==> src/rtl/audio_meter_pkg.sv <==
// rtl/audio_meter_pkg.sv - shared types, default constants and magnitude helper for the audio-in level meter
// Contents: rd_state_e read-FSM states, *_DEF parameter defaults, abs_sat saturating magnitude.
package audio_meter_pkg;

    typedef enum logic [1:0] {
        IDLE   = 2'd0,
        POP    = 2'd1,
        SETTLE = 2'd2
    } rd_state_e;

    localparam int DATA_W_DEF         = 32;
    localparam int NUM_LEDS_DEF       = 13;
    localparam int WINDOW_SAMPLES_DEF = 1024;
    localparam int LED_SHIFT_DEF      = 18;
    localparam int HOLD_WINDOWS_DEF   = 24;

    // Wide enough for any supported sample width; callers sign-extend into it.
    localparam int MAG_MAX_W = 64;

    // |x| of a w-bit sample held sign-extended in x, clamped to 2^(w-1)-1 so the
    // most negative code still fits in w-1 bits.
    function automatic logic [MAG_MAX_W-1:0] abs_sat(input logic [MAG_MAX_W-1:0] x, input int w);
        logic [MAG_MAX_W-1:0] m;
        logic [MAG_MAX_W-1:0] lim;
        lim = (64'd1 << (w - 1)) - 64'd1;
        m   = x[MAG_MAX_W-1] ? (~x + 64'd1) : x;
        if (m > lim) begin
            m = lim;
        end
        return m;
    endfunction

endpackage

==> src/rtl/audio_in_level_meter_if.sv <==
// rtl/audio_in_level_meter_if.sv - audio-in FIFO read port bundle
// master: FIFO side (drives available + L/R data, receives read strobe)
// slave : meter side (samples available + L/R data, drives read strobe)
interface audio_in_level_meter_if #(
    parameter int DATA_W = 32
);
    logic              audio_in_available;
    logic [DATA_W-1:0] left_channel_audio_in;
    logic [DATA_W-1:0] right_channel_audio_in;
    logic              read_audio_in;

    modport master (
        output audio_in_available,
        output left_channel_audio_in,
        output right_channel_audio_in,
        input  read_audio_in
    );

    modport slave (
        input  audio_in_available,
        input  left_channel_audio_in,
        input  right_channel_audio_in,
        output read_audio_in
    );
endinterface

==> src/rtl/audio_bar_encoder.sv <==
// rtl/audio_bar_encoder.sv - level word to thermometer bar and top index, one registered stage
// Ports: clk, reset (sync, active-high), lvl_vld_i/lvl_i level in,
//        bar_o thermometer bar, top_o highest lit index + 1 (0 = none), vld_o lvl_vld_i delayed one cycle.
module audio_bar_encoder #(
    parameter int LVL_W     = 31,
    parameter int NUM_LEDS  = 13,
    parameter int LED_SHIFT = 18,
    parameter int TOP_W     = 4
) (
    input  logic                clk,
    input  logic                reset,
    input  logic                lvl_vld_i,
    input  logic [LVL_W-1:0]    lvl_i,
    output logic [NUM_LEDS-1:0] bar_o,
    output logic [TOP_W-1:0]    top_o,
    output logic                vld_o
);
    logic [NUM_LEDS-1:0] bar_d;
    logic [TOP_W-1:0]    top_d;

    always_comb begin
        bar_d = '0;
        top_d = '0;
        for (int k = 0; k < NUM_LEDS; k++) begin
            bar_d[k] = ((lvl_i >> (LED_SHIFT + k)) != '0);
            if (bar_d[k]) begin
                top_d = TOP_W'(k + 1);
            end
        end
    end

    always_ff @(posedge clk) begin
        if (reset) begin
            bar_o <= '0;
            top_o <= '0;
            vld_o <= 1'b0;
        end else begin
            bar_o <= bar_d;
            top_o <= top_d;
            vld_o <= lvl_vld_i;
        end
    end
endmodule

==> src/rtl/audio_in_level_meter.sv <==
// rtl/audio_in_level_meter.sv - audio-in FIFO reader with windowed peak level and LED bar meter
// Optional build macro: AUDIO_METER_PEAK_HOLD_EN adds a held/decaying peak dot on LEDR.
// Ports: CLOCK_50 clock, reset (sync, active-high), enable, channel_sel (00 L, 01 R, 1x max),
//        fifo (slave: available, L/R samples, read strobe), level/level_valid published window max,
//        LEDR bar graph.
module audio_in_level_meter
    import audio_meter_pkg::*;
#(
    parameter int DATA_W         = DATA_W_DEF,
    parameter int NUM_LEDS       = NUM_LEDS_DEF,
    parameter int WINDOW_SAMPLES = WINDOW_SAMPLES_DEF,
    parameter int LED_SHIFT      = LED_SHIFT_DEF,
    parameter int HOLD_WINDOWS   = HOLD_WINDOWS_DEF
) (
    input  logic                  CLOCK_50,
    input  logic                  reset,
    input  logic                  enable,
    input  logic [1:0]            channel_sel,
    audio_in_level_meter_if.slave fifo,
    output logic [DATA_W-2:0]     level,
    output logic                  level_valid,
    output logic [NUM_LEDS-1:0]   LEDR
);
    localparam int LVL_W  = DATA_W - 1;
    localparam int CNT_W  = (WINDOW_SAMPLES > 1) ? $clog2(WINDOW_SAMPLES) : 1;
    localparam int TOP_W  = $clog2(NUM_LEDS + 1);

    // Read FSM: the SETTLE cycle gives the FIFO time to drop its available flag.
    rd_state_e state_q, state_d;
    logic      rd_pop;

    always_ff @(posedge CLOCK_50) begin
        if (reset) state_q <= IDLE;
        else       state_q <= state_d;
    end

    always_comb begin
        state_d = state_q;
        rd_pop  = 1'b0;
        case (state_q)
            IDLE:    if (enable && fifo.audio_in_available) state_d = POP;
            POP:     begin
                rd_pop  = 1'b1;
                state_d = SETTLE;
            end
            SETTLE:  state_d = IDLE;
            default: state_d = IDLE;
        endcase
    end

    assign fifo.read_audio_in = rd_pop;

    // Capture stage: data and channel_sel frozen on the pop cycle.
    logic              cap_vld_q;
    logic [DATA_W-1:0] cap_l_q, cap_r_q;
    logic [1:0]        cap_sel_q;

    always_ff @(posedge CLOCK_50) begin
        if (reset) begin
            cap_vld_q <= 1'b0;
            cap_l_q   <= '0;
            cap_r_q   <= '0;
            cap_sel_q <= '0;
        end else begin
            cap_vld_q <= rd_pop;
            if (rd_pop) begin
                cap_l_q   <= fifo.left_channel_audio_in;
                cap_r_q   <= fifo.right_channel_audio_in;
                cap_sel_q <= channel_sel;
            end
        end
    end

    // Magnitude stage.
    logic [MAG_MAX_W-1:0] abs_l, abs_r;
    logic [LVL_W-1:0]     mag_l, mag_r, mag_d, mag_q;
    logic                 mag_vld_q;
    logic                 unused_abs_hi;

    assign abs_l = abs_sat(MAG_MAX_W'($signed(cap_l_q)), DATA_W);
    assign abs_r = abs_sat(MAG_MAX_W'($signed(cap_r_q)), DATA_W);
    assign mag_l = abs_l[LVL_W-1:0];
    assign mag_r = abs_r[LVL_W-1:0];
    // Upper bits are zero by construction of the saturation.
    assign unused_abs_hi = ^{abs_l[MAG_MAX_W-1:LVL_W], abs_r[MAG_MAX_W-1:LVL_W]};

    always_comb begin
        mag_d = mag_l;
        if (cap_sel_q[1])      mag_d = (mag_l > mag_r) ? mag_l : mag_r;
        else if (cap_sel_q[0]) mag_d = mag_r;
    end

    always_ff @(posedge CLOCK_50) begin
        if (reset) begin
            mag_vld_q <= 1'b0;
            mag_q     <= '0;
        end else begin
            mag_vld_q <= cap_vld_q;
            mag_q     <= mag_d;
        end
    end

    // Window stage: the closing sample is folded into the published max.
    logic [CNT_W-1:0] cnt_q;
    logic [LVL_W-1:0] max_q, max_new, level_q;
    logic             level_valid_q;

    assign max_new = (mag_q > max_q) ? mag_q : max_q;

    always_ff @(posedge CLOCK_50) begin
        if (reset) begin
            cnt_q         <= '0;
            max_q         <= '0;
            level_q       <= '0;
            level_valid_q <= 1'b0;
        end else begin
            level_valid_q <= 1'b0;
            if (mag_vld_q) begin
                if (cnt_q == CNT_W'(WINDOW_SAMPLES - 1)) begin
                    level_q       <= max_new;
                    level_valid_q <= 1'b1;
                    max_q         <= '0;
                    cnt_q         <= '0;
                end else begin
                    max_q <= max_new;
                    cnt_q <= cnt_q + 1'b1;
                end
            end
        end
    end

    assign level       = level_q;
    assign level_valid = level_valid_q;

    logic [NUM_LEDS-1:0] enc_bar;
    logic [TOP_W-1:0]    enc_top;
    logic                enc_vld;

    audio_bar_encoder #(
        .LVL_W    (LVL_W),
        .NUM_LEDS (NUM_LEDS),
        .LED_SHIFT(LED_SHIFT),
        .TOP_W    (TOP_W)
    ) u_bar (
        .clk      (CLOCK_50),
        .reset    (reset),
        .lvl_vld_i(level_valid_q),
        .lvl_i    (level_q),
        .bar_o    (enc_bar),
        .top_o    (enc_top),
        .vld_o    (enc_vld)
    );

`ifdef AUDIO_METER_PEAK_HOLD_EN
    localparam int HOLD_W = (HOLD_WINDOWS > 1) ? $clog2(HOLD_WINDOWS) : 1;

    logic [TOP_W-1:0]    peak_q, peak_d;
    logic [HOLD_W-1:0]   hold_q, hold_d;
    logic [NUM_LEDS-1:0] dot;

    // Peak tracks the encoder's top index, one update per published window.
    always_comb begin
        peak_d = peak_q;
        hold_d = hold_q;
        if (enc_vld) begin
            if (enc_top > peak_q) begin
                peak_d = enc_top;
                hold_d = '0;
            end else if (hold_q == HOLD_W'(HOLD_WINDOWS - 1)) begin
                if (peak_q != '0) peak_d = peak_q - 1'b1;
                hold_d = '0;
            end else begin
                hold_d = hold_q + 1'b1;
            end
        end
    end

    always_ff @(posedge CLOCK_50) begin
        if (reset) begin
            peak_q <= '0;
            hold_q <= '0;
        end else begin
            peak_q <= peak_d;
            hold_q <= hold_d;
        end
    end

    always_comb begin
        dot = '0;
        if (peak_q != '0) dot = NUM_LEDS'(1) << (peak_q - TOP_W'(1));
        LEDR = enc_bar | dot;
    end
`else
    logic unused_enc;
    assign unused_enc = ^{enc_top, enc_vld};
    assign LEDR       = enc_bar;
`endif

endmodule
==> src/flat_wrapper.sv <==
// flat-port wrapper written by rule: the top's interface ports become plain ports
module audio_in_level_meter_flat import audio_meter_pkg::*;
#(
    parameter int DATA_W         = DATA_W_DEF,
    parameter int NUM_LEDS       = NUM_LEDS_DEF,
    parameter int WINDOW_SAMPLES = WINDOW_SAMPLES_DEF,
    parameter int LED_SHIFT      = LED_SHIFT_DEF,
    parameter int HOLD_WINDOWS   = HOLD_WINDOWS_DEF
)
  (CLOCK_50, reset, enable, channel_sel, level, level_valid, LEDR, fifo_audio_in_available, fifo_left_channel_audio_in, fifo_right_channel_audio_in, fifo_read_audio_in);
  audio_in_level_meter_if #(.DATA_W(DATA_W)) fifo_i ();
  input  logic CLOCK_50;
  input  logic reset;
  input  logic enable;
  input  logic [1:0] channel_sel;
  output logic [DATA_W-2:0] level;
  output logic level_valid;
  output logic [NUM_LEDS-1:0] LEDR;
  input wire logic [$bits(fifo_i.audio_in_available)-1:0] fifo_audio_in_available;
  input wire logic [$bits(fifo_i.left_channel_audio_in)-1:0] fifo_left_channel_audio_in;
  input wire logic [$bits(fifo_i.right_channel_audio_in)-1:0] fifo_right_channel_audio_in;
  output wire logic [$bits(fifo_i.read_audio_in)-1:0] fifo_read_audio_in;
  assign fifo_i.audio_in_available = fifo_audio_in_available;
  assign fifo_i.left_channel_audio_in = fifo_left_channel_audio_in;
  assign fifo_i.right_channel_audio_in = fifo_right_channel_audio_in;
  assign fifo_read_audio_in = fifo_i.read_audio_in;
  audio_in_level_meter #(.DATA_W(DATA_W), .NUM_LEDS(NUM_LEDS), .WINDOW_SAMPLES(WINDOW_SAMPLES), .LED_SHIFT(LED_SHIFT), .HOLD_WINDOWS(HOLD_WINDOWS)) u_core (.CLOCK_50(CLOCK_50), .reset(reset), .enable(enable), .channel_sel(channel_sel), .fifo(fifo_i), .level(level), .level_valid(level_valid), .LEDR(LEDR));
endmodule
==> config.mk <==
export PLATFORM = sky130hd
export DESIGN_NAME = audio_in_level_meter_flat
export DESIGN_NICKNAME = d
export VERILOG_FILES = /design/src/rtl/audio_meter_pkg.sv /design/src/rtl/audio_in_level_meter_if.sv /design/src/rtl/audio_bar_encoder.sv /design/src/rtl/audio_in_level_meter.sv /design/src/flat_wrapper.sv
export SDC_FILE = /design/constraint.sdc
export NUM_CORES = 1
export LEC_CHECK = 0
export ABC_CLOCK_PERIOD_IN_PS = 11450
export CAP_MARGIN = 20
export CORE_AREA = 2 2 125 127
export DETAILED_ROUTE_END_ITERATION = 12
export DIE_AREA = 0 0 127 129
export DONT_BUFFER_PORTS = 1
export PLACE_DENSITY = 0.85
export REMOVE_ABC_BUFFERS = 1
export SLEW_MARGIN = 20
export SYNTH_ARGS = -nofsm -noshare
export SYNTH_HDL_FRONTEND = slang
export SYNTH_SLANG_ARGS = --single-unit
==> constraint.sdc <==
create_clock -name CLOCK_50 -period 11.45 [get_ports CLOCK_50]
set_input_delay 2.29 -clock CLOCK_50 [delete_from_list [all_inputs] [get_ports CLOCK_50]]
set_output_delay 2.29 -clock CLOCK_50 [all_outputs]
set_load 0.01 [all_outputs]
; ---- After elaboration in Yosys (flattened, before gate mapping)
; Index checks and enable logic that the tools add are counted.
[op_classes]
n_mux = 14
n_addsub = 3
bitwise = 3
eq_ne = 3
n_reduce_logical = 16
magnitude_cmp = 4
[op_table]
columns = op, n
row1 = $reduce_bool 31->1, 12
row2 = $mux 31, 7
row3 = $add 64x1->64 const B, 2
row4 = $gt 64x31->1 const B, 2
row5 = $mux 64, 2
row6 = $not 64->64, 2
row7 = $gt 31x31->1, 2
row8 = $add 10x1->10 const B, 1
row9 = $eq 10x10->1 const B, 1
row10 = $mux 10, 1
row11 = $pmux 2 s2, 1
row12 = $eq 2x1->1 const B, 1
row13 = $logic_not 2->1, 1
row14 = $mux 1, 2
row15 = $mux 2, 1
row16 = $ne 2x1->1 const B, 1
row17 = $reduce_and 2->1, 1
row18 = $reduce_or 2->1, 1
row19 = $logic_and 1x1->1, 1
row20 = $not 1->1, 1
[word_totals]
output_inout_bits = 46
word_cells = 55
regBits = 187
inputBits = 70

; ---- Longest topological paths before layout
; Gate-level depths: netlist of the first run.
[depth]
depth_word = 8
ltp_mapped = 20
ltp_nobuf = 17

; ---- Hierarchy
; A second synthesis of the first run with hierarchy kept.
[unflattened]
hier_cells = 1212
area_unflattened_um2 = 10024.6
[modules_own_cells]
columns = module, cells_each, area_per_inst_um2, n_inst
row1 = audio_in_level_meter, 1147, 9410.3, 1
row2 = audio_bar_encoder, 65, 614.3, 1

; ---- Least setup slack after synthesis of the first run
; No wires, ideal clock.
[synth_path]
kind = register -> register
startpoint = reg u_core.cap_r_q[9]
endpoint = reg u_core.mag_q[11]
path_slack_ns = 6.635
path_buffers = 4
t_required_ns = 11.305
period_less_slack_ns = 4.815
path_stages_with_launch = 19
arrival_time_ns = 4.670
path_cell_list = dfxtp_1 or4_1 or3_1 or3_1 clkbuf_1 nand2b_1 nand2_1 buf_2 o22ai_1 ha_1 nand4_1 nor2_1 or4b_2 o311a_1 o41a_1 buf_2 buf_2 nor3_1 a211oi_2
[synth_via]
elab_chain_cells = 8
elab_cells_between_ends = 9
classes_between = add/sub (1) / order compare (2) / mux (5) / bitwise (1)
[synth_lines]
columns = element, line_no
row1 = "start, declared", audio_in_level_meter.sv:55  ; logic [DATA_W-1:0] cap_l_q, cap_r_q;
row2 = "start signal, assigned", audio_in_level_meter.sv:68  ; cap_r_q <= fifo.right_channel_audio_in;
row3 = $not 64->64, audio_meter_pkg.sv:26  ; m = x[MAG_MAX_W-1] ? (~x + 64'd1) : x;
row4 = $add 64x1->64, audio_meter_pkg.sv:26
row5 = $mux 64 (*), audio_meter_pkg.sv:26
row6 = $gt 64x31->1, audio_meter_pkg.sv:27  ; if (m > lim) begin
row7 = $mux 31 (*), audio_meter_pkg.sv:27
row8 = $gt 31x31->1, audio_in_level_meter.sv:89  ; if (cap_sel_q[1]) mag_d = (mag_l > mag_r) ? mag_l : mag_r;
row9 = $mux 31, audio_in_level_meter.sv:89
row10 = $mux 31 (*), audio_in_level_meter.sv:89
row11 = "end signal, assigned", audio_in_level_meter.sv:99  ; mag_q <= mag_d;
row12 = "end, declared", audio_in_level_meter.sv:76  ; logic [LVL_W-1:0] mag_l, mag_r, mag_d, mag_q;
; Every way passes the cells marked *; elsewhere a longest branch is shown, timed or not.
; A chain may end at the register's enable or synchronous reset.

; ---- Final worst setup path of the first run
[layout_path]
startpoint = reg u_core.cap_r_q[2]
endpoint = reg u_core.mag_q[1]
; The elaborated chain is that of the path after synthesis.

==> results.sh, run 1 <==
export IMPL_outcome="finished, final reports clean"
export IMPL_layout_nets=1300
export IMPL_slew_violations=0
export IMPL_drcViolationCount=0
export IMPL_synth_area_um2=10300
export IMPL_crit_type="flop to flop"
export IMPL_rsz0062_at_grt="no"
export IMPL_cp_start_kind="flop"
export IMPL_insertion_delay_ns=0.44
export IMPL_core_um2=15000
export IMPL_grt_pass1_vias=8144
export IMPL_grt_max_degree=183
export IMPL_finalHoldViolations=0
export IMPL_endpoint="u_core.mag_q[1]$_SDFF_PP0_"
export IMPL_ys_flop_type="dfxtp_1"
export IMPL_dpl_worst_slack_ns=5.60
export IMPL_arrival_ns=6.41
export IMPL_endpoint_kind="flop"
export IMPL_cts_made_buffers=17
export IMPL_yosys_warnings=0
export IMPL_drt_total_wl_um=24500
export IMPL_min_delay_path_class="flop to flop"
export IMPL_placed_cells=1335
export IMPL_cts_buffer_depth=2
export IMPL_synth_seq_area_share=0.365
export IMPL_cts_tree="yes"
export IMPL_syn_inst=1232
export IMPL_clk_pin_slew_ns=0.07
export IMPL_leakagePower_nw=4.08
export IMPL_drive_gt1_frac=0.0619
export IMPL_fin_skew_ns=0.00687
export IMPL_htree_levels=4
export IMPL_gr_total_overflow=0
export IMPL_drtIter0Drc=957
export IMPL_diodes=0
export IMPL_rr_startpoint="u_core.cap_r_q[2]$_SDFFE_PP0P_"
export IMPL_finalWorstSetupSlack_ns=5.36
export IMPL_syn_to_final_growth_pct=5.00
export IMPL_numPortBuffers=0
export IMPL_relSlewSlack=0.304
export IMPL_power_density_nw_per_um2=150
export IMPL_cts_sinks=187
export IMPL_fill_cells=1171
export IMPL_max_freq_mhz=164
export IMPL_dr_pass1_iters=7
export IMPL_wl_per_cell_um=17.9
export IMPL_setup_viol=0
export IMPL_start_util=0.685
export IMPL_detail_route_antenna_nets=0
export IMPL_via_per_inst=6.52
export IMPL_grt_usage=0.297
export IMPL_regToRegEndpoint="u_core.mag_q[1]$_SDFF_PP0_"
export IMPL_drv_cap=0
export IMPL_critPathLaunch="u_core.cap_r_q[2]$_SDFFE_PP0P_"
export IMPL_synth_edf_count=0
export IMPL_die_w_um=127
export IMPL_grt_antenna_before_repair=0
export IMPL_pin_count=116
export IMPL_cts_resized=0
export IMPL_yosysUniqueCellTypes=69
export IMPL_worst_pin_slew_ns=1.04
export IMPL_stdcell_count=1367
export IMPL_yosys_register_bits=187
export IMPL_fp_dieArea_um2=16400
export IMPL_num_vias=8917
export IMPL_cp_max_fo=17
export IMPL_r2r_cells=14
export IMPL_tns_ns=0
export IMPL_std_cell_rows=45
export IMPL_chipHeight_um=129
export IMPL_final_min_period_over_clock_period=0.531
export IMPL_place_congestion=0.963
export IMPL_cts_setup_buffers=0
export IMPL_min_period_ns=6.09
export IMPL_dp_hpwl_um=16700
export IMPL_grt_pass1_wl_um=39900
export IMPL_avgSynthCellArea_um2=8.33
export IMPL_hold_buffers=0
export IMPL_cp_required_ns=11.78
export IMPL_ctsRootBufferMaster="clkbuf_16"
export IMPL_synthArstFlopShare=0
export IMPL_r2r_slack_ns=5.36
export IMPL_peakVddDrop_mv=0.102
==> worst min-delay path by stage <==
| stage | endpoint | slack (ns) | cells past startpoint | from |
|---|---|---|---|---|
| 3_5_place_dp | u_core.state_q[0]$_SDFFE_PP0P_ | 0.40 | 1 | u_core.state_q[1]$_SDFFE_PP0P_ |
| 2_1_floorplan | u_core.state_q[0]$_SDFFE_PP0P_ | 0.39 | 1 | u_core.state_q[1]$_SDFFE_PP0P_ |
| 3_3_place_gp | u_core.state_q[0]$_SDFFE_PP0P_ | 0.39 | 1 | u_core.state_q[1]$_SDFFE_PP0P_ |
| 5_1_grt | u_core.state_q[0]$_SDFFE_PP0P_ | 0.44 | 1 | u_core.state_q[1]$_SDFFE_PP0P_ |
| 4_1_cts | u_core.state_q[0]$_SDFFE_PP0P_ | 0.41 | 1 | u_core.state_q[1]$_SDFFE_PP0P_ |
| 6_report | u_core.state_q[0]$_SDFFE_PP0P_ | 0.42 | 1 | u_core.state_q[1]$_SDFFE_PP0P_ |
==> per-layer routing <==
metal  wire, µm  GRT usage
met2      11200      0.475
met3       1460     0.0545
met1      11100      0.397
met5          0          0
met4        723      0.129
==> final cells by class <==
type / count / area [µm²] / share of cell area
inverter: 46 / 173 / 0.0160
clock inverter: 15 / 153 / 0.0142
multi-input combinational: 908 / 6000 / 0.557
clock buffer: 17 / 425 / 0.0395
tap: 188 / 235 / 0.0218
sequential: 187 / 3740 / 0.347
timing repair buffer: 6 / 45.0 / 0.00418
==> Yosys cell counts (30+ instances only) <==
cell type	n	area share
a221o_1	31	0.030
nand2_1	200	0.073
nor2_1	69	0.025
mux2i_1	33	0.032
ha_1	64	0.078
a211oi_1	51	0.037
inv_1	46	0.017
nor4_1	37	0.023
a21oi_1	91	0.044
o21ai_0	30	0.015
nor3_1	34	0.017
dfxtp_1	187	0.36
clkbuf_1	71	0.026
==> cell usage in the layout (no fill, tap or decap), types with 7 or more instances in the layout <==
cell       synthesis  layout
o31ai_1           16      16
nor2b_1            7       7
a221o_1           31      31
nand3_1           10      10
o21ai_0           30      30
xor2_1            27      27
a31o_1            12      12
dfxtp_1          187     187
or4_1              7       7
a21o_1            11      11
mux2i_1           33      33
o21a_1             9       9
nor2_1            69      69
a211oi_1          51      51
a211oi_2           9       9
o22ai_1           24      24
ha_1              64      64
nor3_1            34      34
a21oi_1           91      91
nor4_1            37      37
and3_1             9       8
clkbuf_16          0      17
inv_1             46      45
nand4_1           14      14
and2_1             9       9
nand2_1          200     200
or3_1             18      18
==> critical path, stage by stage (launching register included) <==
cell      delay [ns]
dfxtp_1         0.41
nor4_1          0.60
nand3_1         0.40
or3_1           0.54
nand2b_1        0.22
nand2_1         0.43
o22ai_1         0.19
ha_1            0.34
nand4_1         0.18
nor2_1          0.13
or4b_2          0.60
o311a_1         0.17
o41ai_4         0.96
nand2_4         0.37
a211oi_1        0.42
==> sequential cells by signal, indices dropped and copies added, names as in the netlist <==
register            flops
u_core.cap_l_q         32
u_core.cap_r_q         32
u_core.cap_sel_q        2
u_core.cap_vld_q        1
u_core.cnt_q           10
u_core.level           31
u_core.level_valid      1
u_core.mag_q           31
u_core.mag_vld_q        1
u_core.max_q           31
u_core.state_q          2
u_core.u_bar.bar_o     13
==> power by group <==
group / switching [mW] / internal [mW]
Combinational: 0.222 / 0.133
Clock: 0.286 / 0.291
Sequential: 0.0195 / 0.665
Total: 0.527 / 1.09
==> kinds of logic (layout without fill, tap and decap cells) <==
logic type,count (synthesis),count (layout),synth area share
buffers and inverters,137,84,0.0533
adder cells (fa/ha/maj),64,64,0.0780
multiplexers,37,37,0.0366
XOR/XNOR,33,33,0.0282
flip-flops,187,187,0.365
AO/OA/AOI/OAI,333,333,0.232
AND/OR/NAND/NOR,441,441,0.208
==> stage by stage <==
stage / util / total power [mW] / hold WS [ns] / instance area, µm²
2_1_floorplan: - / 0.979 / 0.387 / 9890
3_3_place_gp: 0.681 / 1.04 / 0.393 / 10200
3_5_place_dp: 0.681 / 1.04 / 0.402 / 10200
4_1_cts: 0.719 / 1.61 / 0.412 / 10800
5_1_grt: 0.720 / 1.68 / 0.440 / 10800
6_report: 0.720 / 1.62 / 0.415 / 10800
Power figures use the tool's default switching activity.
==> run 2, diff against run 1 <==
--- a/config.mk
+++ b/config.mk
@@ -5,13 +5,13 @@
 export SDC_FILE = /design/constraint.sdc
 export NUM_CORES = 1
 export LEC_CHECK = 0
-export ABC_CLOCK_PERIOD_IN_PS = 11450
+export ABC_CLOCK_PERIOD_IN_PS = 6100
 export CAP_MARGIN = 20
-export CORE_AREA = 2 2 125 127
+export CORE_AREA = 2 2 130 132
 export DETAILED_ROUTE_END_ITERATION = 12
-export DIE_AREA = 0 0 127 129
+export DIE_AREA = 0 0 132 134
 export DONT_BUFFER_PORTS = 1
-export PLACE_DENSITY = 0.85
+export PLACE_DENSITY = 0.79
 export REMOVE_ABC_BUFFERS = 1
 export SLEW_MARGIN = 20
 export SYNTH_ARGS = -nofsm -noshare
==> constraint.sdc (replaced) <==
create_clock -name CLOCK_50 -period 6.1 [get_ports CLOCK_50]
set_input_delay 1.22 -clock CLOCK_50 [delete_from_list [all_inputs] [get_ports CLOCK_50]]
set_output_delay 1.22 -clock CLOCK_50 [all_outputs]
set_load 0.01 [all_outputs]
==> run 2 against run 1 <==
  * Clock skew grew 0.0050 ns
  * Hold slack lost 0.0083 ns
  * Register-to-register slack worse by 4.8 ns
  * Largest power group unchanged
==> results.sh, run 2 (same netlist as run 1, synthesis figures left out) <==
export IMPL_outcome="finished, final reports clean"
export IMPL_syn_to_final_growth_pct=5.61
export IMPL_endpoint_kind="flop"
export IMPL_max_freq_mhz=180
export IMPL_layout_nets=1306
export IMPL_power_density_nw_per_um2=277
export IMPL_tns_ns=0
export IMPL_clkPwrFrac=0.352
export IMPL_gr_total_overflow=0
export IMPL_via_per_inst=6.18
export IMPL_cp_slowest_cell="o41a_1"
export IMPL_grt_usage=0.275
export IMPL_hold_buffers=0
export IMPL_setup_viol=0
export IMPL_worst_pin_slew_ns=0.846
export IMPL_start_util=0.630
export IMPL_p_comb_frac=0.220
export IMPL_drv_cap=0
export IMPL_std_cell_rows=47
export IMPL_chipHeight_um=134
export IMPL_cts_made_buffers=17
export IMPL_cp_start_kind="flop"
export IMPL_dp_hpwl_um=17200
export IMPL_num_vias=8677
export IMPL_ctsRootBufferMaster="clkbuf_16"
export IMPL_cp_max_fo=15
export IMPL_stdcell_count=1404
export IMPL_fin_skew_ns=0.0119
export IMPL_grt_pass1_vias=7992
export IMPL_drtIter0Drc=797
export IMPL_power_total_mw=3.00
export IMPL_final_min_period_over_clock_period=0.911
export IMPL_insertion_delay_ns=0.44
export IMPL_finalHoldViolations=0
export IMPL_slew_violations=0
export IMPL_grt_max_degree=183
export IMPL_drt_total_wl_um=24200
export IMPL_design_area_um2=10800
export IMPL_pin_count=116
export IMPL_clk_pin_slew_ns=0.07
export IMPL_placed_cells=1373
export IMPL_cp_required_ns=6.39
export IMPL_reg_top3="u_core.cap_l_q (32), u_core.cap_r_q (32)"
export IMPL_arrival_ns=5.85
export IMPL_crit_path_cell_trace="nor4_1, nand3_1, or3_1, nand2b_1, nand2_1, o22ai_1, ha_1, nand4_1, nor2_1, or4b_2, o311a_1, o41a_1, buf_4, nor3_1, a211oi_2"
export IMPL_final_common_cell="nand2_1"
export IMPL_leakagePower_nw=4.11
export IMPL_drcViolationCount=0
export IMPL_cts_setup_buffers=0
export IMPL_diodes=0
export IMPL_fp_dieArea_um2=17700
export IMPL_layout_common_cells="200 x nand2_1, 187 x dfxtp_1, 91 x a21oi_1"
export IMPL_numPortBuffers=0
export IMPL_switching_share=0.321
export IMPL_place_congestion=0.933
export IMPL_grt_pass1_wl_um=39900
export IMPL_drive_gt1_frac=0.0650
export IMPL_critPathMaxStageDelay_ns=0.61
export IMPL_core_um2=16300
export IMPL_peakVddDrop_mv=0.246
export IMPL_net_switching_power_uw=965
export IMPL_min_period_ns=5.56
export IMPL_wl_per_cell_um=17.2
export IMPL_grt_antenna_before_repair=0
export IMPL_p_seq_frac=0.428
export IMPL_die_w_um=132
export IMPL_cts_resized=0
export IMPL_placed_area_um2=10300
export IMPL_cts_buffer_depth=2
export IMPL_intPower_mw=2.04
export IMPL_relSlewSlack=0.435
export IMPL_dr_pass1_iters=5
export IMPL_detail_route_antenna_nets=0
export IMPL_crit_type="flop to flop"
export IMPL_cts_sinks=187
export IMPL_htree_levels=4
export IMPL_rsz0062_at_grt="no"
export IMPL_cts_tree="yes"
export IMPL_min_delay_path_class="flop to flop"
run 2: routing by layer:
layer | global-route usage | vias to the layer above | wire (µm)
met2 | 0.453 | 250 | 11100
met5 | 0 | - | 0
li1 | - | 4391 | -
met4 | 0.0694 | 0 | 308
met3 | 0.0476 | 23 | 1240
met1 | 0.375 | 4013 | 11500
run 2: path summary, 6_finish.rpt:
| kind | start | endpoint | slack, ns | cells after the start |
|---|---|---|---|---|
| worst max register to register | u_core.cap_r_q[2]$_SDFFE_PP0P_ | u_core.mag_q[12]$_SDFF_PP0_ | 0.54 | 15 |
| worst min register to register | u_core.state_q[1]$_SDFFE_PP0P_ | u_core.state_q[0]$_SDFFE_PP0P_ | 0.41 | 1 |
| worst min-delay path | u_core.state_q[1]$_SDFFE_PP0P_ | u_core.state_q[0]$_SDFFE_PP0P_ | 0.41 | 1 |
| worst max-delay path | u_core.cap_r_q[2]$_SDFFE_PP0P_ | u_core.mag_q[12]$_SDFF_PP0_ | 0.54 | 15 |
run 2: power by group through the flow:
stage / registers, mW / clock network, mW / logic [mW]
finish: 1.29 / 1.06 / 0.659
global route: 1.29 / 1.13 / 0.725
global placement: 1.31 / 0 / 0.646
detailed placement: 1.31 / 0 / 0.648
floorplan: 1.30 / 0 / 0.536
CTS: 1.28 / 1.07 / 0.652
run 2: metrics by stage:
step           setup WS (ns)  hold WS, ns   util
2_1_floorplan          0.413        0.387      -
3_3_place_gp           0.822        0.397  0.631
3_5_place_dp           0.678        0.396  0.631
4_1_cts                0.635        0.409  0.665
5_1_grt               0.0589        0.437  0.665
6_report               0.544        0.407  0.665
run 2: worst max-delay path, delay by kind of cell, from the launching register on:
kind                       cells  cell delay [ns]
and+or+nand+nor                9             3.32
AOI/OAI and AO/OA              4             1.09
DFF                            1             0.42
adders and majority gates      1             0.34
buffers and inverters          1             0.25
run 2: layout make-up:
class | count | area, µm²
Clock buffer | 17 | 425
Clock inverter | 14 | 131
Fill cell | 1356 | 5450
Inverter | 46 | 173
Multi-Input combinational cell | 908 | 6000
Sequential cell | 187 | 3740
Tap cell | 220 | 275
Timing Repair Buffer | 12 | 90.1
==> run 3, diff against run 2 <==
--- a/config.mk
+++ b/config.mk
@@ -13,6 +13,7 @@
 export DONT_BUFFER_PORTS = 1
 export PLACE_DENSITY = 0.79
 export REMOVE_ABC_BUFFERS = 1
+export SETUP_SLACK_MARGIN = 0.1
 export SLEW_MARGIN = 20
 export SYNTH_ARGS = -nofsm -noshare
 export SYNTH_HDL_FRONTEND = slang
==> run 3 against run 2 <==
  * Sequential power barely moved
  * Global-route usage stayed put
  * Clock skew is essentially flat
  * Sequential cell count unchanged
  * Fmax grew 1.7%
  * Routed wire length is essentially flat
  * Worst setup slack improved by 0.092 ns
  * First-iteration DRC count grew 0.75%
  * Count of clock-buffer cells in the layout stayed put
  * Design area about the same
==> results.sh, run 3 (same netlist as run 1, synthesis figures left out) <==
export IMPL_outcome="finished, final reports clean"
export IMPL_insertion_delay_ns=0.43
export IMPL_die_w_um=132
export IMPL_clk_pin_slew_ns=0.07
export IMPL_layout_nets=1306
export IMPL_drtIter0Drc=803
export IMPL_setup_viol=0
export IMPL_drt_total_wl_um=24200
export IMPL_ctsRootBufferMaster="clkbuf_16"
export IMPL_worst_pin_slew_ns=0.860
export IMPL_numPortBuffers=0
export IMPL_grt_pass1_wl_um=39900
export IMPL_pin_count=116
export IMPL_start_util=0.630
export IMPL_arrival_ns=5.78
export IMPL_r2r_cells=15
export IMPL_cp_required_ns=6.42
export IMPL_via_per_inst=6.18
export IMPL_final_common_cell="nand2_1"
export IMPL_tns_ns=0
export IMPL_cp_start_kind="flop"
export IMPL_rr_startpoint="u_core.cap_l_q[7]$_SDFFE_PP0P_"
export IMPL_fp_dieArea_um2=17700
export IMPL_htree_levels=4
export IMPL_place_congestion=0.933
export IMPL_hold_buffers=0
export IMPL_chipHeight_um=134
export IMPL_diodes=0
export IMPL_regToRegEndpoint="u_core.mag_q[20]$_SDFF_PP0_"
export IMPL_grt_max_degree=183
export IMPL_peakVddDrop_mv=0.245
export IMPL_finalHoldViolations=0
export IMPL_wl_per_cell_um=17.3
export IMPL_hold_path_end="u_core.state_q[0]$_SDFFE_PP0P_"
export IMPL_cts_buffer_depth=2
export IMPL_syn_to_final_growth_pct=5.63
export IMPL_endpoint_kind="flop"
export IMPL_power_density_nw_per_um2=277
export IMPL_final_core_util=0.666
export IMPL_crit_type="flop to flop"
export IMPL_detail_route_antenna_nets=0
export IMPL_grt_pass1_vias=7992
export IMPL_grt_antenna_before_repair=0
export IMPL_leakagePower_nw=4.11
export IMPL_std_cell_rows=47
export IMPL_relSlewSlack=0.426
export IMPL_layout_common_cells="199 x nand2_1, 187 x dfxtp_1, 91 x a21oi_1"
export IMPL_min_delay_path_class="flop to flop"
export IMPL_cts_tree="yes"
export IMPL_grt_usage=0.275
export IMPL_slew_violations=0
export IMPL_fin_skew_ns=0.0117
export IMPL_dr_pass1_iters=6
export IMPL_rsz0062_at_grt="no"
export IMPL_dp_hpwl_um=17200
export IMPL_num_vias=8674
export IMPL_cts_made_buffers=17
export IMPL_max_freq_mhz=183
export IMPL_gr_total_overflow=0
export IMPL_r2r_slack_ns=0.64
export IMPL_cts_sinks=187
export IMPL_drcViolationCount=0
export IMPL_min_period_ns=5.46
export IMPL_cp_max_fo=14
export IMPL_reg_top3="u_core.cap_l_q (32), u_core.cap_r_q (32)"
export IMPL_drive_gt1_frac=0.0659
export IMPL_worst_hold_startpoint="u_core.state_q[1]$_SDFFE_PP0P_"
export IMPL_core_um2=16300
export IMPL_final_min_period_over_clock_period=0.896
export IMPL_holdPathStages=1
export IMPL_drv_cap=0
## run 3: layout make-up
| type | instances | area [µm²] |
|---|---|---|
| Sequential cell | 187 | 3740 |
| Fill cell | 1356 | 5450 |
| Tap cell | 220 | 275 |
| Inverter | 46 | 173 |
| Clock inverter | 14 | 131 |
| Timing Repair Buffer | 12 | 90.1 |
| Clock buffer | 17 | 425 |
| Multi-Input combinational cell | 908 | 6000 |
## run 3: worst max-delay path by stage
stage / cells after the start / startpoint / endpoint
after floorplan: 10 / u_core.max_q[9]$_SDFFE_PP0P_ / u_core.max_q[0]$_SDFFE_PP0P_
after global placement: 15 / u_core.cap_r_q[9]$_SDFFE_PP0P_ / u_core.mag_q[26]$_SDFF_PP0_
after detailed placement: 15 / u_core.cap_r_q[2]$_SDFFE_PP0P_ / u_core.mag_q[20]$_SDFF_PP0_
after CTS: 15 / u_core.cap_r_q[2]$_SDFFE_PP0P_ / u_core.mag_q[20]$_SDFF_PP0_
after global routing: 16 / u_core.cap_r_q[2]$_SDFFE_PP0P_ / u_core.mag_q[9]$_SDFF_PP0_
final: 15 / u_core.cap_l_q[7]$_SDFFE_PP0P_ / u_core.mag_q[20]$_SDFF_PP0_
## run 3: metrics by stage
stage	instances	setup slack [ns]	hold WS (ns)	power (mW)	instance area, µm²
floorplan	1141	0.413	0.387	1.84	9890
global placement	1373	0.822	0.397	1.96	10300
detailed placement	1373	0.678	0.396	1.96	10300
CTS	1404	0.635	0.409	3.01	10800
global route	1404	0.300	0.437	3.14	10800
finish	1404	0.636	0.407	3.00	10800
## run 3: timing repair
item | 4_1_cts | 5_1_grt
setup endpoints to repair | 0 | 5
gates resized for setup | 0 | 1
setup buffers | 0 | 0
## run 3: critical path: stages, from the launching register on
cell	delay (ns)
dfxtp_1	0.35
or4_1	0.61
or3_1	0.37
or3_1	0.46
or3_1	0.44
o211a_1	0.25
nor3_1	0.39
ha_1	0.23
nand4_1	0.15
nor3_1	0.32
nand2_1	0.19
or4_1	0.55
o22ai_2	0.42
buf_4	0.27
nor2_4	0.10
a31o_1	0.26
## run 3: per-layer routing
layer | vias up | part of all wire | track usage | wire length, µm
met5 | - | 0 | 0 | 0
met2 | 238 | 0.46 | 0.453 | 11200
met3 | 21 | 0.049 | 0.0476 | 1180
li1 | 4391 | - | - | -
met4 | 0 | 0.012 | 0.0694 | 286
met1 | 4024 | 0.48 | 0.375 | 11500
## run 3: power by group
| part | total (mW) | internal, mW | switching [mW] |
|---|---|---|---|
| logic | 0.660 | 0.252 | 0.408 |
| clock network | 1.06 | 0.538 | 0.520 |
| registers | 1.29 | 1.25 | 0.0373 |
| total | 3.00 | 2.04 | 0.965 |
